[config.mk]
export PLATFORM = sky130hd
export DESIGN_NAME = branch_resolve_ctrl
export DESIGN_NICKNAME = d
export VERILOG_FILES = /design/src/rtl/wisc_pkg.sv /design/src/rtl/sat_counter.sv /design/src/rtl/branch_resolve_ctrl.sv
export SDC_FILE = /design/constraint.sdc
export NUM_CORES = 1
export LEC_CHECK = 0
export CAP_MARGIN = 20
export CORE_ASPECT_RATIO = 1.25
export CORE_MARGIN = 10
export CORE_UTILIZATION = 38
export CTS_BUF_LIST = sky130_fd_sc_hd__clkbuf_8 sky130_fd_sc_hd__clkbuf_16
export CTS_CLUSTER_DIAMETER = 40
export CTS_CLUSTER_SIZE = 16
export DETAILED_ROUTE_END_ITERATION = 7
export MAX_ROUTING_LAYER = met4
export PLACE_DENSITY = 0.77
export SYNTH_ARGS = -nofsm -noshare
export SYNTH_HDL_FRONTEND = slang
export SYNTH_SLANG_ARGS = --single-unit
[constraint.sdc]
create_clock -name clk -period 2.4 [get_ports clk]
set_input_delay 0.48 -clock clk [delete_from_list [all_inputs] [get_ports clk]]
set_output_delay 0.48 -clock clk [all_outputs]
set_load 0.005 [all_outputs]
[src/rtl/wisc_pkg.sv]
// Shared definitions for the WISC core branch-resolution logic.
package wisc_pkg;

  // Branch condition codes carried in the B/BR instruction.
  localparam logic [2:0] CC_NE     = 3'b000;
  localparam logic [2:0] CC_EQ     = 3'b001;
  localparam logic [2:0] CC_GT     = 3'b010;
  localparam logic [2:0] CC_LT     = 3'b011;
  localparam logic [2:0] CC_GE     = 3'b100;
  localparam logic [2:0] CC_LE     = 3'b101;
  localparam logic [2:0] CC_OVFL   = 3'b110;
  localparam logic [2:0] CC_UNCOND = 3'b111;

  // Bit positions inside the {Z,V,N} flag vector.
  localparam int unsigned FLG_Z = 2;
  localparam int unsigned FLG_V = 1;
  localparam int unsigned FLG_N = 0;

  typedef enum logic [0:0] {IDLE, HOLD} br_state_e;

endpackage

[src/rtl/sat_counter.sv]
// Up-counter that sticks at all-ones instead of wrapping.
module sat_counter #(
  parameter int unsigned Width = 16
) (
  input  logic             clk,
  input  logic             rst_n,
  input  logic             inc,
  output logic [Width-1:0] count
);

  logic [Width-1:0] count_q;

  // Increment unless already saturated.
  always_ff @(posedge clk or negedge rst_n) begin
    if (!rst_n) begin
      count_q <= '0;
    end else if (inc && (count_q != {Width{1'b1}})) begin
      count_q <= count_q + 1'b1;
    end
  end

  assign count = count_q;

endmodule

[src/rtl/branch_resolve_ctrl.sv]
// ID-stage conditional branch resolution: flag register, condition check,
// one-cycle flag hazard stall, PC select / IF flush and debug counters.
module branch_resolve_ctrl
  import wisc_pkg::*;
#(
  parameter int unsigned CNT_W = 16
) (
  input  logic             clk,
  input  logic             rst_n,
  input  logic             stall_ext,
  input  logic             ex_valid,
  input  logic [2:0]       ex_flag_we,
  input  logic [2:0]       ex_flags,
  input  logic             id_valid,
  input  logic             id_is_branch,
  input  logic [2:0]       id_ccc,
  input  logic             id_flush,
  output logic [2:0]       flags_q,
  output logic             stall_id,
  output logic             take_branch,
  output logic             pc_sel,
  output logic             flush_if,
  output logic [CNT_W-1:0] br_count,
  output logic [CNT_W-1:0] br_taken_count
);

  function automatic logic cond_eval(input logic [2:0] ccc, input logic [2:0] f);
    logic z, v, n, res;
    z = f[FLG_Z];
    v = f[FLG_V];
    n = f[FLG_N];
    case (ccc)
      CC_NE:   res = !z;
      CC_EQ:   res = z;
      CC_GT:   res = !z && !n;
      CC_LT:   res = n;
      CC_GE:   res = z || (!z && !n);
      CC_LE:   res = n || z;
      CC_OVFL: res = v;
      default: res = 1'b1;
    endcase
    return res;
  endfunction

  br_state_e state_q, state_d;
  logic      br_req, hz, cond, resolve;

  assign br_req = id_valid && id_is_branch && !id_flush;
  // Unconditional branches ignore flags, so an in-flight writer is harmless.
  assign hz     = ex_valid && (|ex_flag_we) && (id_ccc != CC_UNCOND);
  assign cond   = cond_eval(id_ccc, flags_q);

  // Per-bit flag writes from the EX instruction; frozen by stall_ext.
  always_ff @(posedge clk or negedge rst_n) begin
    if (!rst_n) begin
      flags_q <= '0;
    end else if (ex_valid && !stall_ext) begin
      for (int i = 0; i < 3; i++) begin
        if (ex_flag_we[i]) flags_q[i] <= ex_flags[i];
      end
    end
  end

  // Next state, stall request and resolution decision.
  always_comb begin
    state_d  = state_q;
    stall_id = 1'b0;
    resolve  = 1'b0;
    unique case (state_q)
      IDLE: begin
        if (br_req) begin
          if (hz) begin
            stall_id = 1'b1;
            state_d  = HOLD;
          end else begin
            resolve = 1'b1;
          end
        end
      end
      HOLD: begin
        // Writer has left EX, flags_q is current; a flushed branch just drops.
        state_d = IDLE;
        resolve = br_req;
      end
      default: state_d = IDLE;
    endcase
    if (stall_ext) begin
      state_d = state_q;
      resolve = 1'b0;
    end
    // Keep every output quiet while reset is held, even with a live ID branch.
    if (!rst_n) begin
      stall_id = 1'b0;
      resolve  = 1'b0;
    end
  end

  // FSM state register.
  always_ff @(posedge clk or negedge rst_n) begin
    if (!rst_n) begin
      state_q <= IDLE;
    end else begin
      state_q <= state_d;
    end
  end

  assign take_branch = resolve && cond;
  assign pc_sel      = take_branch;
  assign flush_if    = take_branch;

  sat_counter #(
    .Width(CNT_W)
  ) u_br_cnt (
    .clk  (clk),
    .rst_n(rst_n),
    .inc  (resolve),
    .count(br_count)
  );

  sat_counter #(
    .Width(CNT_W)
  ) u_taken_cnt (
    .clk  (clk),
    .rst_n(rst_n),
    .inc  (take_branch),
    .count(br_taken_count)
  );

endmodule

==> results of run 1 <==
==> kinds of logic (layout without fill, tap and decap cells) <==
kind of cell / after synthesis / after routing
mux: 6 / 6
flops: 36 / 36
simple gates: 83 / 83
xor+xnor: 28 / 28
buf+inv: 6 / 72
compound gates: 9 / 9
fa+ha+maj: 2 / 2
==> layout make-up <==
| type | instances | area [um2] | area share (%) |
|---|---|---|---|
| clock buffers | 7 | 96.3 | 3.67 |
| multi-input cells | 128 | 936 | 35.7 |
| well taps | 60 | 75.1 | 2.86 |
| flip-flops and latches | 36 | 901 | 34.3 |
| repair buffers | 64 | 609 | 23.2 |
| inverters | 1 | 6.26 | 0.238 |
==> stage by stage <==
stage                     setup slack (ps)  area [um2]
final                                 43.9        2620
after global placement                -368        2480
after floorplan                        390        1850
after global routing                  1.06        2620
after CTS                             3.37        2610
after detailed placement              -431        2480
==> registers in the layout, indices dropped and copies added, names as in the netlist <==
register / flops
u_br_cnt.count: 16
u_taken_cnt.count: 16
flags_q: 3
state_q: 1
==> cell usage in the layout (no fill, tap or decap), types with 2 or more instances in the layout <==
master	instances
nand2b_1	2
mux2_2	3
and4_1	2
nor3_1	6
nor2_1	7
xor2_1	13
nor2b_1	5
xnor2_1	15
and2_1	2
dlymetal6s2s_1	2
dlygate4sd2_1	5
buf_4	10
and3_1	10
ha_1	2
a22oi_1	2
clkdlybuf4s50_1	45
clkbuf_8	7
nand2_1	21
nor4_2	2
dfrtp_1	36
nand4_1	5
mux2_1	2
nand3_1	10
==> final timing paths <==
check / start / endpoint / slack (ps) / cells past startpoint
max: ex_flag_we[2] / take_branch / 40 / 6
min reg2reg: u_taken_cnt.count[15] / u_taken_cnt.count[15] / 490 / 1
max reg2reg: flags_q[2] / u_taken_cnt.count[5] / 350 / 8
min: rst_n / flags_q[2] / 280 / 2
max in group asynchronous: rst_n / u_br_cnt.count[1] / 1800 / 2
min in group clk: u_taken_cnt.count[15] / u_taken_cnt.count[15] / 490 / 1
==> critical path, delay by kind of cell <==
family | cells | cell delay [ps]
buffers and inverters | 3 | 760
and+or+nand+nor | 2 | 530
AOI/OAI and AO/OA | 1 | 110
==> layer usage <==
metal	vias up	part of all wire [%]
met5	-	0
met4	0	1.7
met3	6	7.4
met2	45	46
met1	717	45
li1	726	-
==> report_power, final <==
part	switching [mW]	total [mW]	internal, mW
Clock	0.198	0.454	0.256
Combinational	0.0804	0.222	0.141
Sequential	0.0537	0.703	0.649
Total	0.332	1.38	1.05
==> what timing repair did <==
| action | in CTS | in global routing |
|---|---|---|
| setup endpoints to repair | 4 | 3 |
| gates resized for setup | 13 | 3 |
| endpoints found under the hold margin | 0 | 0 |
| pin swaps | 4 | 3 |
| buffers inserted | 1 | 1 |
==> results.yml, run 1 <==
status:
  status: "finished clean"
clock_network:
  clk_latency_ps: 270
  numCtsBuffers: 5
  cts_sinks: 36
  ctsRootBufferMaster: "clkbuf_8"
  cts_hold_buf: 0
  tritoncts: "done"
  clk_pin_slew_ps: 70
  clockBufferDepth: 2
  htreeDepth: 2
synthesis:
  synth_ff_type: "dfrtp_1"
  ys_warn_count: 0
  synthAdderAreaFrac_pct: 1.35
  avgSynthCellArea_um2: 10.9
  synth_area_leaders: "dfrtp_1, xnor2_1, xor2_1"
  synth_seq_cells: 36
  synth_top_area_share_pct: 48.7
  synth_area_um2: 1850
  synthMuxAreaShare_pct: 3.59
  synth_compound_area_share_pct: 4.60
  yosys.cell_types.count: 38
  synthSimpleGateAreaFrac_pct: 25.9
  synthesis.nets: 188
  synth_top_family_by_area: "simple AND/OR/NAND/NOR gates"
  yosys.area.top_type: "dfrtp_1"
  async_flop_share_pct: 100
  synthXorXnorAreaFrac_pct: 13.3
  yosysMostFrequentCell: "dfrtp_1"
  syn_inst: 170
  yosysSeqAreaShare_pct: 48.7
  synth-edff-count: 0
  synth_common_cells: "dfrtp_1, nand2_1, xnor2_1"
global_route:
  busiest_layer: "met2"
  antenna_found_initial: 0
  use_met1_pct: 12.6
  grtUsageMet2_pct: 17.4
  grt_start_max_net_pins: 37
  track_usage_pct: 11.2
  first_global_vias: 1610
  overflow: 0
  grt_util_met3_pct: 4.04
  grt_pass1_wl_um: 7160
detailed_routing:
  routedWlPerCell_um: 14.6
  wl_um: 4320
  drc_errors: 0
  via_count: 1494
  postRouteAntennaNets: 0
  first_pass_iters: 4
  drtIter0Drc: 82
  avgViaCountPerCell: 5.05
sta:
  fin_crit_sh_pct: 98.2
  finalHoldViolCount: 0
  finClkSkew_ps: 3.71
  tns_ps: 0
  maxSlewViolCount: 0
  rsz0062_at_grt: "false"
  tightest_slew_ps: 446
  hold_slack_ps: 285
  max_freq_mhz: 424
  finalSetupViolCount: 0
  relSlewSlack_pct: 70.3
  layout_min_cycle_time_ps: 2360
die:
  die_width_um: 82.4
  coreArea_um2: 4730
  dieArea_um2: 8070
  start_util_pct: 39.1
  core.rowCount: 28
  die_y_um: 98.0
  io_pins: 55
cells_and_area:
  antenna_cells: 0
  drive_gt1_share_pct: 14.8
  syn_to_final_growth_pct: 41.9
  fillers: 424
  fin_util_pct: 55.5
  layout.cells.non_filler: 296
  final_nets: 254
setup_path:
  cp_cell_sequence: "clkdlybuf4s50_1 -> nor3_4 -> o311ai_4 -> or2_4 -> inv_4 -> dlygate4sd2_1"
  worstPathArrival_ps: 1880
  slowest_stage: "clkdlybuf4s50_1"
  cpPeakStageDelay_ps: 460
  path_class: "in -> out"
  critPathCaptureType: "output pin"
  worstPathMaxFanout: 4
  start_kind: "primary input"
  cp.required_ps: 1920
placement:
  dp.cells: 287
  dp_hpwl_um: 3290
  port_buffers: 54
  gp_congestion: 0.782
pwr:
  leakagePower_nw: 1.21
  totalPowerFinal_mw: 1.38
  irDropWorstVdd_mv: 0.308
  pwr_density_cell_nw_per_um2: 525
flow_run:
  cap_violations: 0
hold_path:
  hp-class: "in -> async"
No activity file was read; power rests on OpenSTA's default activity.
==> run 2, diff against run 1 <==
- CORE_MARGIN: 10 -> unset
==> run 2 against run 1 <==
Compared with the run above:
- worst setup slack improved by 75 ps
- sequential power about the same
- via count decreased by 0.67%
- largest power group unchanged
- highest routed layer unchanged
==> results.yml, run 2 (synthesis results as in run 1) <==
status:
  status: "finished clean"
clock_network:
  htreeDepth: 2
  cts_sinks: 36
  clockBufferDepth: 2
  clk_latency_ps: 290
  numCtsBuffers: 5
  tritoncts: "done"
  clk_pin_slew_ps: 70
  ctsRootBufferMaster: "clkbuf_8"
global_route:
  grt_pass1_wl_um: 6840
  track_usage_pct: 17.9
  first_global_vias: 1504
  overflow: 0
  grt_start_max_net_pins: 37
  antenna_found_initial: 0
pwr:
  sw_frac_of_total_pct: 25.7
  pwr-share-comb_pct: 16.0
  power.internal_mw: 1.01
  power_switching_mw: 0.351
  seqPwrFrac_pct: 51.4
  irDropWorstVdd_mv: 0.322
  leakagePower_nw: 1.21
  clkPwrFrac_pct: 32.7
  pwr_density_cell_nw_per_um2: 522
  totalPowerFinal_mw: 1.37
cells_and_area:
  final_common_cell: "clkdlybuf4s50_1"
  syn_to_final_growth_pct: 41.5
  drive_gt1_share_pct: 16.3
  final_nets: 256
  fin_util_pct: 55.7
  layout_common_cells: "clkdlybuf4s50_1, dfrtp_1, nand2_1"
  multi_input_area_um2: 938
  seqCellArea_um2: 901
  fillers: 449
  antenna_cells: 0
sta:
  finClkSkew_ps: 8.66
  layout_min_cycle_time_ps: 2280
  finalSetupViolCount: 0
  rsz0062_at_grt: "false"
  max_freq_mhz: 438
  tightest_slew_ps: 456
  relSlewSlack_pct: 69.6
  fin_crit_sh_pct: 95.1
  maxSlewViolCount: 0
  finalHoldViolCount: 0
setup_path:
  path_depth: 6
  slowest_stage: "clkdlybuf4s50_1"
  reg2regPathDepth: 9
  critPathCaptureType: "output pin"
  cpPeakStageDelay_ps: 450
  rrSetupSlack_ps: 390
  start_kind: "primary input"
  cp_top_family: "buffers and inverters"
  cp_num_buf_inv: 3
  worstPathArrival_ps: 1800
  reg2reg_from: "flags_q[2]"
  endpoint: "flush_if"
  timing.rr.end: "u_taken_cnt.count[1]"
  cp.required_ps: 1920
  cp_cell_sequence: "clkdlybuf4s50_1 -> and3b_2 -> o311ai_4 -> or2_4 -> inv_4 -> dlygate4sd2_1"
  worstPathMaxFanout: 2
  critPathLaunch: "id_is_branch"
  path_class: "in -> out"
detailed_routing:
  postRouteAntennaNets: 0
  routedWlPerCell_um: 13.1
  via_count: 1484
  first_pass_iters: 4
  avgViaCountPerCell: 4.96
  drtIter0Drc: 53
  wl_um: 3910
  drc_errors: 0
die:
  die_width_um: 64.4
  dieArea_um2: 5150
  core.rowCount: 28
  coreArea_um2: 4690
  io_pins: 55
  die_y_um: 80.0
  start_util_pct: 39.4
placement:
  dp_hpwl_um: 2750
  gp_congestion: 0.801
  port_buffers: 54
hold_path:
  hp-class: "in -> async"
flow_run:
  cap_violations: 0
[run 2: cell types whose count changed in the layout (fill, tap and decap cells not counted), sizes merged]
cell	delta
clkdlybuf4s50	-3
dlymetal6s2s	-2
clkbuf	+1
buf	+2
dlygate4sd2	+3
inv	+2
[run 2: worst min-delay path by stage]
stage / slack (ps) / endpoint
after global routing: 310 / flags_q[2]
after detailed placement: 470 / state_q
after CTS: 290 / u_br_cnt.count[3]
after global placement: 460 / state_q
after floorplan: 180 / flags_q[0]
final: 270 / flags_q[2]
[run 2: power by group through the flow]
stage	clock [mW]	sequential (mW)	combinational, mW
2_1_floorplan	0	0.708	0.0723
3_3_place_gp	0	0.714	0.212
3_5_place_dp	0	0.715	0.216
4_1_cts	0.456	0.703	0.220
5_1_grt	0.483	0.712	0.241
6_report	0.446	0.702	0.218
[run 2: stage by stage]
step	cell area (um2)	TNS (ps)	hold WS, ps	std cells	setup WS (ps)
6_report	2620	0	268	299	119
5_1_grt	2620	0	305	299	68.2
4_1_cts	2620	0	295	298	2.89
3_5_place_dp	2480	-2070	468	287	-387
3_3_place_gp	2480	-1560	459	287	-356
2_1_floorplan	1850	0	184	170	390
[run 2: area by class of cell]
class                      instances  area share, %
sequential                        36           34.4
clock inverter                     2          0.287
inverter                           1          0.239
tap                               60           2.87
clock buffer                       6           3.16
multi-input combinational        128           35.9
timing repair buffer              66           23.1
[run 2: worst register-to-register path, cell delays in order (launching register included)]
cell,delay [ps]
dfrtp_1,410
nor2b_1,150
a311oi_1,250
a22oi_1,110
or2_4,280
inv_4,60
buf_4,120
buf_4,140
nand2_1,80
mux2_1,310
[run 2: timing repair]
item,CTS,global route
pin swaps,7,3
resized for setup,20,4
endpoints found under the setup margin,4,2
hold buffers,0,0
buffers inserted,3,1
[run 2: layer usage]
layer,up-vias,GRT usage (%),wire [um]
met1,705,21.5,1760
met5,-,-,0
met3,6,4.71,161
met2,42,28.4,1920
li1,731,-,-
met4,0,7.33,74
